==> config.mk <==
export PLATFORM = sky130hd
export DESIGN_NAME = share_encoder
export DESIGN_NICKNAME = d
export VERILOG_FILES = /design/src/rtl/share_pkg.sv /design/src/rtl/share_xor_reg.sv /design/src/rtl/share_encoder.sv
export SDC_FILE = /design/constraint.sdc
export NUM_CORES = 1
export LEC_CHECK = 0
export BUFFER_PORTS_ARGS = -buffer_cell sky130_fd_sc_hd__buf_2
export CAP_MARGIN = 15
export CORE_ASPECT_RATIO = 0.7
export CORE_UTILIZATION = 25
export DETAILED_ROUTE_END_ITERATION = 10
export PLACE_DENSITY = 0.49
export SYNTH_ARGS = -nofsm -noshare
export SYNTH_HDL_FRONTEND = slang
export SYNTH_HIERARCHICAL = 1
export SYNTH_SLANG_ARGS = --single-unit
==> constraint.sdc <==
create_clock -name clk -period 2 [get_ports clk]
set_clock_uncertainty 0.15 [all_clocks]
set_input_delay 0.4 -clock clk [delete_from_list [all_inputs] [get_ports clk]]
set_output_delay 0.4 -clock clk [all_outputs]
set_load 0.005 [all_outputs]
==> src/rtl/share_pkg.sv <==
// ============================================================================
// Module      : share_pkg
// Description : Shared types and constants for the two-share masking encoder.
// Revision    : 1.0 - initial release
// ============================================================================
`default_nettype none

package share_pkg;

    localparam int WIDTH_DEF = 8;
    localparam int COUNT_W   = 16;

    typedef enum logic [1:0] {
        IDLE     = 2'd0,
        WAIT_RND = 2'd1,
        OUT      = 2'd2
    } enc_state_t;

endpackage

`default_nettype wire

==> src/rtl/share_xor_reg.sv <==
// ============================================================================
// Module      : share_xor_reg
// Description : Registered WIDTH-bit XOR with async active-low reset,
//               synchronous clear and load enable.
// Revision    : 1.0 - initial release
// ============================================================================
`default_nettype none

module share_xor_reg #(
    parameter int WIDTH = 8
) (
    input  logic             clk,
    input  logic             rst_n,
    input  logic             clr,
    input  logic             load,
    input  logic [WIDTH-1:0] a,
    input  logic [WIDTH-1:0] b,
    output logic [WIDTH-1:0] q
);

    logic [WIDTH-1:0] r_q;

    always_ff @(posedge clk or negedge rst_n) begin
        if (!rst_n) begin
            r_q <= '0;
        end else if (clr) begin
            r_q <= '0;
        end else if (load) begin
            r_q <= a ^ b;
        end
    end

    assign q = r_q;

endmodule

`default_nettype wire

==> src/rtl/share_encoder.sv <==
// ============================================================================
// Module      : share_encoder
// Description : Two-share Boolean masking encoder, s0 = rnd, s1 = data ^ rnd,
//               both driven from flops. Optional SHARE_CHECK_EN adds a
//               recombination checker and the chk_err port.
// Revision    : 1.0 - initial release
// ============================================================================
`default_nettype none

module share_encoder
    import share_pkg::*;
#(
    parameter int WIDTH = WIDTH_DEF
) (
    input  logic               clk,
    input  logic               rst_n,
    input  logic               in_valid,
    output logic               in_ready,
    input  logic [WIDTH-1:0]   in_data,
    input  logic               rnd_valid,
    output logic               rnd_ready,
    input  logic [WIDTH-1:0]   rnd,
    output logic               out_valid,
    input  logic               out_ready,
    output logic [WIDTH-1:0]   out_s0,
    output logic [WIDTH-1:0]   out_s1,
    output logic [COUNT_W-1:0] enc_count
`ifdef SHARE_CHECK_EN
    ,
    output logic               chk_err
`endif
);

    localparam logic [1:0] c_ST_IDLE     = 2'(IDLE);
    localparam logic [1:0] c_ST_WAIT_RND = 2'(WAIT_RND);
    localparam logic [1:0] c_ST_OUT      = 2'(OUT);

    logic [1:0]         r_state;
    logic [WIDTH-1:0]   r_data;
    logic [COUNT_W-1:0] r_count;
    logic [WIDTH-1:0]   w_s0;
    logic [WIDTH-1:0]   w_s1;
    logic               w_in_fire;
    logic               w_rnd_fire;
    logic               w_out_fire;

    // Handshake readies come from state alone, never from the valids.
    assign in_ready   = (r_state == c_ST_IDLE);
    assign rnd_ready  = (r_state == c_ST_WAIT_RND);
    assign out_valid  = (r_state == c_ST_OUT);

    assign w_in_fire  = in_ready  & in_valid;
    assign w_rnd_fire = rnd_ready & rnd_valid;
    assign w_out_fire = out_valid & out_ready;

    always_ff @(posedge clk or negedge rst_n) begin
        if (!rst_n) begin
            r_state <= c_ST_IDLE;
            r_data  <= '0;
            r_count <= '0;
        end else begin
            case (r_state)
                c_ST_IDLE: begin
                    if (w_in_fire) begin
                        r_data  <= in_data;
                        r_state <= c_ST_WAIT_RND;
                    end
                end
                c_ST_WAIT_RND: begin
                    // Drop the plain word as soon as it has been masked.
                    if (w_rnd_fire) begin
                        r_data  <= '0;
                        r_state <= c_ST_OUT;
                    end
                end
                c_ST_OUT: begin
                    if (w_out_fire) begin
                        r_count <= r_count + COUNT_W'(1);
                        r_state <= c_ST_IDLE;
                    end
                end
                default: begin
                    r_state <= c_ST_IDLE;
                end
            endcase
        end
    end

    share_xor_reg #(.WIDTH(WIDTH)) u_s1 (
        .clk   (clk),
        .rst_n (rst_n),
        .clr   (w_out_fire),
        .load  (w_rnd_fire),
        .a     (r_data),
        .b     (rnd),
        .q     (w_s1)
    );

    share_xor_reg #(.WIDTH(WIDTH)) u_s0 (
        .clk   (clk),
        .rst_n (rst_n),
        .clr   (w_out_fire),
        .load  (w_rnd_fire),
        .a     (rnd),
        .b     ({WIDTH{1'b0}}),
        .q     (w_s0)
    );

    assign out_s0    = w_s0;
    assign out_s1    = w_s1;
    assign enc_count = r_count;

`ifdef SHARE_CHECK_EN
    logic [WIDTH-1:0] r_ref;
    logic             r_chk_err;

    // Unmasked reference copy: verification aid only, it defeats the masking.
    always_ff @(posedge clk or negedge rst_n) begin
        if (!rst_n) begin
            r_ref     <= '0;
            r_chk_err <= 1'b0;
        end else begin
            if (w_in_fire) begin
                r_ref <= in_data;
            end else if (w_out_fire) begin
                r_ref <= '0;
            end
            if ((r_state == c_ST_OUT) && ((w_s0 ^ w_s1) != r_ref)) begin
                r_chk_err <= 1'b1;
            end
        end
    end

    assign chk_err = r_chk_err;
`endif

endmodule

`default_nettype wire
==> key figures <==
Status
  – Status: finished clean

Global route
  – Vias in the first global route: 1,328
  – Antenna violations before repair: 0
  – First-pass GRT wire length: 7521 um
  – Global-route usage over all layers: 11.96%
  – Largest net degree at the start of global routing: 34
  – Total gr overflow: 0

Clocking
  – Root Buffer: clkbuf_16
  – H-tree Lvls: 2
  – Clk sinks: 42
  – Max Buffers Root-to-Sink: 2
  – CTS buffer count: 5
  – CTS tree: yes
  – Clock Latency Late Sink: 0.28 ns
  – CTS clock-pin slew for the worst setup and hold paths: ~0.060 ns
  – Post-CTS Setup Bufs: 0

Worst setup path
  – FF-to-FF End: enc_count[8]$_DFFE_PN0P_
  – Worst Path Arrival: 1.12 ns
  – Worst Setup Start Kind: flop
  – Worst-path maximum fanout: 13
  – Endpoint class of the critical path: output port
  – Reg2reg setup slack: approximately 0.37 ns
  – Critical-path cell list: buf_4, nor2b_1, buf_2
  – Worst R2R Start: r_state[1]$_DFFE_PN0P_
  – Largest stage delay, worst path: 0.37 ns
  – Req. time, crit path: 1.45 ns
  – Slowest stage cell, crit path: dfrtp_1
  – Crit Path Class: flop to output port
  – Worst R2R Path Depth: 4

Yosys
  – EDFF count, synth: 0
  – Commonest cells post-synth: 42 x dfrtp_1, 29 x xnor2_1, 14 x nor2_1
  – Synth Area in Compound Gates: 11.50%
  – Area share of and/or/nand/nor cells after synthesis: 16.64%
  – Asr flop ratio synth: 100.0%
  – Avg Cell Area, Syn: 10.88 um^2
  – Post-synth top area share: approximately 52%
  – Multiplexer share of the synthesized area: 0.5566%
  – XOR/XNOR share of the synthesized area: a little over an eighth
  – Post-Synth Adder-Cell Area: 0.6184%
  – Synth area leaders: dfrtp_1 52%, xnor2_1 13%, a211oi_1 4.5%
  – Netlist Area Pre-Place: 2023 um^2
  – Mapped Cells: 186
  – FF+latch count, synth: 42
  – Main synth FF type: dfrtp_1
  – Cell accounting for the most synthesized area: dfrtp_1
  – Yosys warnings: 6
  – Largest family of logic cells by synthesized area: simple AND/OR/NAND/NOR gates
  – Synth cell types: 31
  – Sequential share of the synthesized area: 51.95%
  – Top-count cell post-synth: dfrtp_1

Run
  – # Max-Cap Violations: 0

Place
  – Final HPWL from detailed placement: 3407 um
  – Placed instance area: between 2000 and 2500 um^2
  – IO Port Bufs: 55
  – Final RePlAce weighted congestion: 0.7203

Routing
  – Detailed Route Iter0 Violations: 42
  – Post-route DRC: 0
  – Via count: 1,470
  – WL per Instance: approximately 13 um
  – Pre-antenna DRT Iters: 4
  – Routed wire length: about 4600 um
  – Post-route ant nets: 0
  – Via density: 4.200

Floorplanning
  – I/O pin cnt: 56
  – Die W: 109.5 um
  – Initial Util: 25.81%
  – Die Height: 77.27 um
  – DIE AREA: 8462 um^2
  – Core Region: 7838 um^2
  – Row count: 27

Power
  – Power Dens Cells: 1283 nW/um^2
  – LEAKAGE: 1.160 nW
  – Peak supply drop: between 0.6 and 0.7 mV

Min path
  – Hold WC Path Type: primary input to flop
  – Hold wc startpoint: in_data[6]
  – WHS Path Cells: 3
  – Hold Path End: r_data[6]$_DFFE_PN0P_

Timing
  – Slew Limit Fails: 0
  – Unrepaired setup endpoints after global routing: false
  – Setup tns final: 0 ns
  – Final setup fails: 0
  – Fmax: approximately 0.6 GHz
  – Crit path time final: approximately 1.7 ns
  – Fin crit share: 83.35%
  – Hold Fails Final Rpt: 0

Final layout
  – Layout Nets: 271
  – Share of cells above drive strength 1: between 30% and 40%
  – Area Growth Syn to Fin: 25.97%
  – Design area: 2549 um^2
  – Diodes inserted: 0
## cells by family after synthesis
family / Yosys count
multiplexers: 1
other: 1
XOR/XNOR: 31
adder cells (fa/ha/maj): 1
AO/OA/AOI/OAI: 34
AND/OR/NAND/NOR: 64
flip-flops: 42
buffers and inverters: 12
## state kept, by name, indices dropped and copies added (netlist names)
| register | count |
|---|---|
| r_data | 8 |
| u_s1/q | 8 |
| u_s0/q | 8 |
| enc_count | 16 |
| r_state | 2 |
## layout by cell type (no fill, tap or decap), types with 5 or more instances in the layout
cell type,instances
clkbuf_16,5
o21ai_0,8
a211oi_1,12
nand2_1,13
nand3_1,7
nor2b_1,9
nor2_1,14
conb_1,8
buf_2,55
dfrtp_1,42
nand4_1,5
a21oi_1,9
xnor2_1,29
## area by class of cell
class	count	area, um^2
fillers	829	5289
flip-flops and latches	42	1051
multi-input cells	139	894.6
repair buffers	60	340.3
clock buffers	7	132.6
well taps	101	126.4
inverters	1	3.754
## critical path: cells and delay by family (launching register included)
kind | cells | cell delay [ns]
flip-flops | 1 | 0.37
buffers and inverters | 2 | 0.32
AND/OR/NAND/NOR | 1 | 0.16
## per-layer routing
metal / track usage (%) / up-vias / wire length (um)
met5: 0 / - / 0
met4: 4.000 / 0 / 51
met3: 3.316 / 5 / 261
met2: 14.47 / 38 / 1743
met1: 19.34 / 675 / 2547
li1: - / 752 / -
## power by group
part / leakage [nW] / switching, W / total (W) / internal, W
clock network: 0.0640 / 0.000306 / 0.000762 / 0.000457
logic: 0.561 / 0.000547 / 0.00111 / 0.000559
registers: 0.534 / 0.000252 / 0.00140 / 0.00115
total: 1.16 / 0.00110 / 0.00327 / 0.00216
## through the flow
stage | std cells | utilization, % | total power [W] | setup WS (ns) | hold slack, ns
after floorplan | 193 | - | 0.002114 | 0.5047 | -0.04559
after global placement | 342 | 30.70 | 0.002523 | 0.3282 | 0.2530
after detailed placement | 342 | 30.70 | 0.002545 | 0.2978 | 0.2450
after CTS | 350 | 32.52 | 0.003322 | 0.3189 | 0.2470
after global routing | 350 | 32.52 | 0.003537 | 0.1902 | 0.2735
final | 350 | 32.52 | 0.003270 | 0.3329 | 0.2501
## how the worst max path moves through the flow
stage | start | to | slack, ns
floorplan | r_state[0]$_DFFE_PN0P_ | enc_count[8]$_DFFE_PN0P_ | 0.50
finish | r_state[0]$_DFFE_PN0P_ | out_valid | 0.33
global placement | out_ready | enc_count[12]$_DFFE_PN0P_ | 0.33
CTS | r_state[0]$_DFFE_PN0P_ | out_valid | 0.32
detailed placement | out_ready | enc_count[8]$_DFFE_PN0P_ | 0.30
global route | r_state[1]$_DFFE_PN0P_ | enc_count[12]$_DFFE_PN0P_ | 0.19
## what timing repair did
item / 4_1_cts / 5_1_grt
hold buffers: 1 / 0
hold endpoints to repair: 19 / 0
gates resized for setup: 0 / 0
No activity file was read; power rests on OpenSTA's default activity.
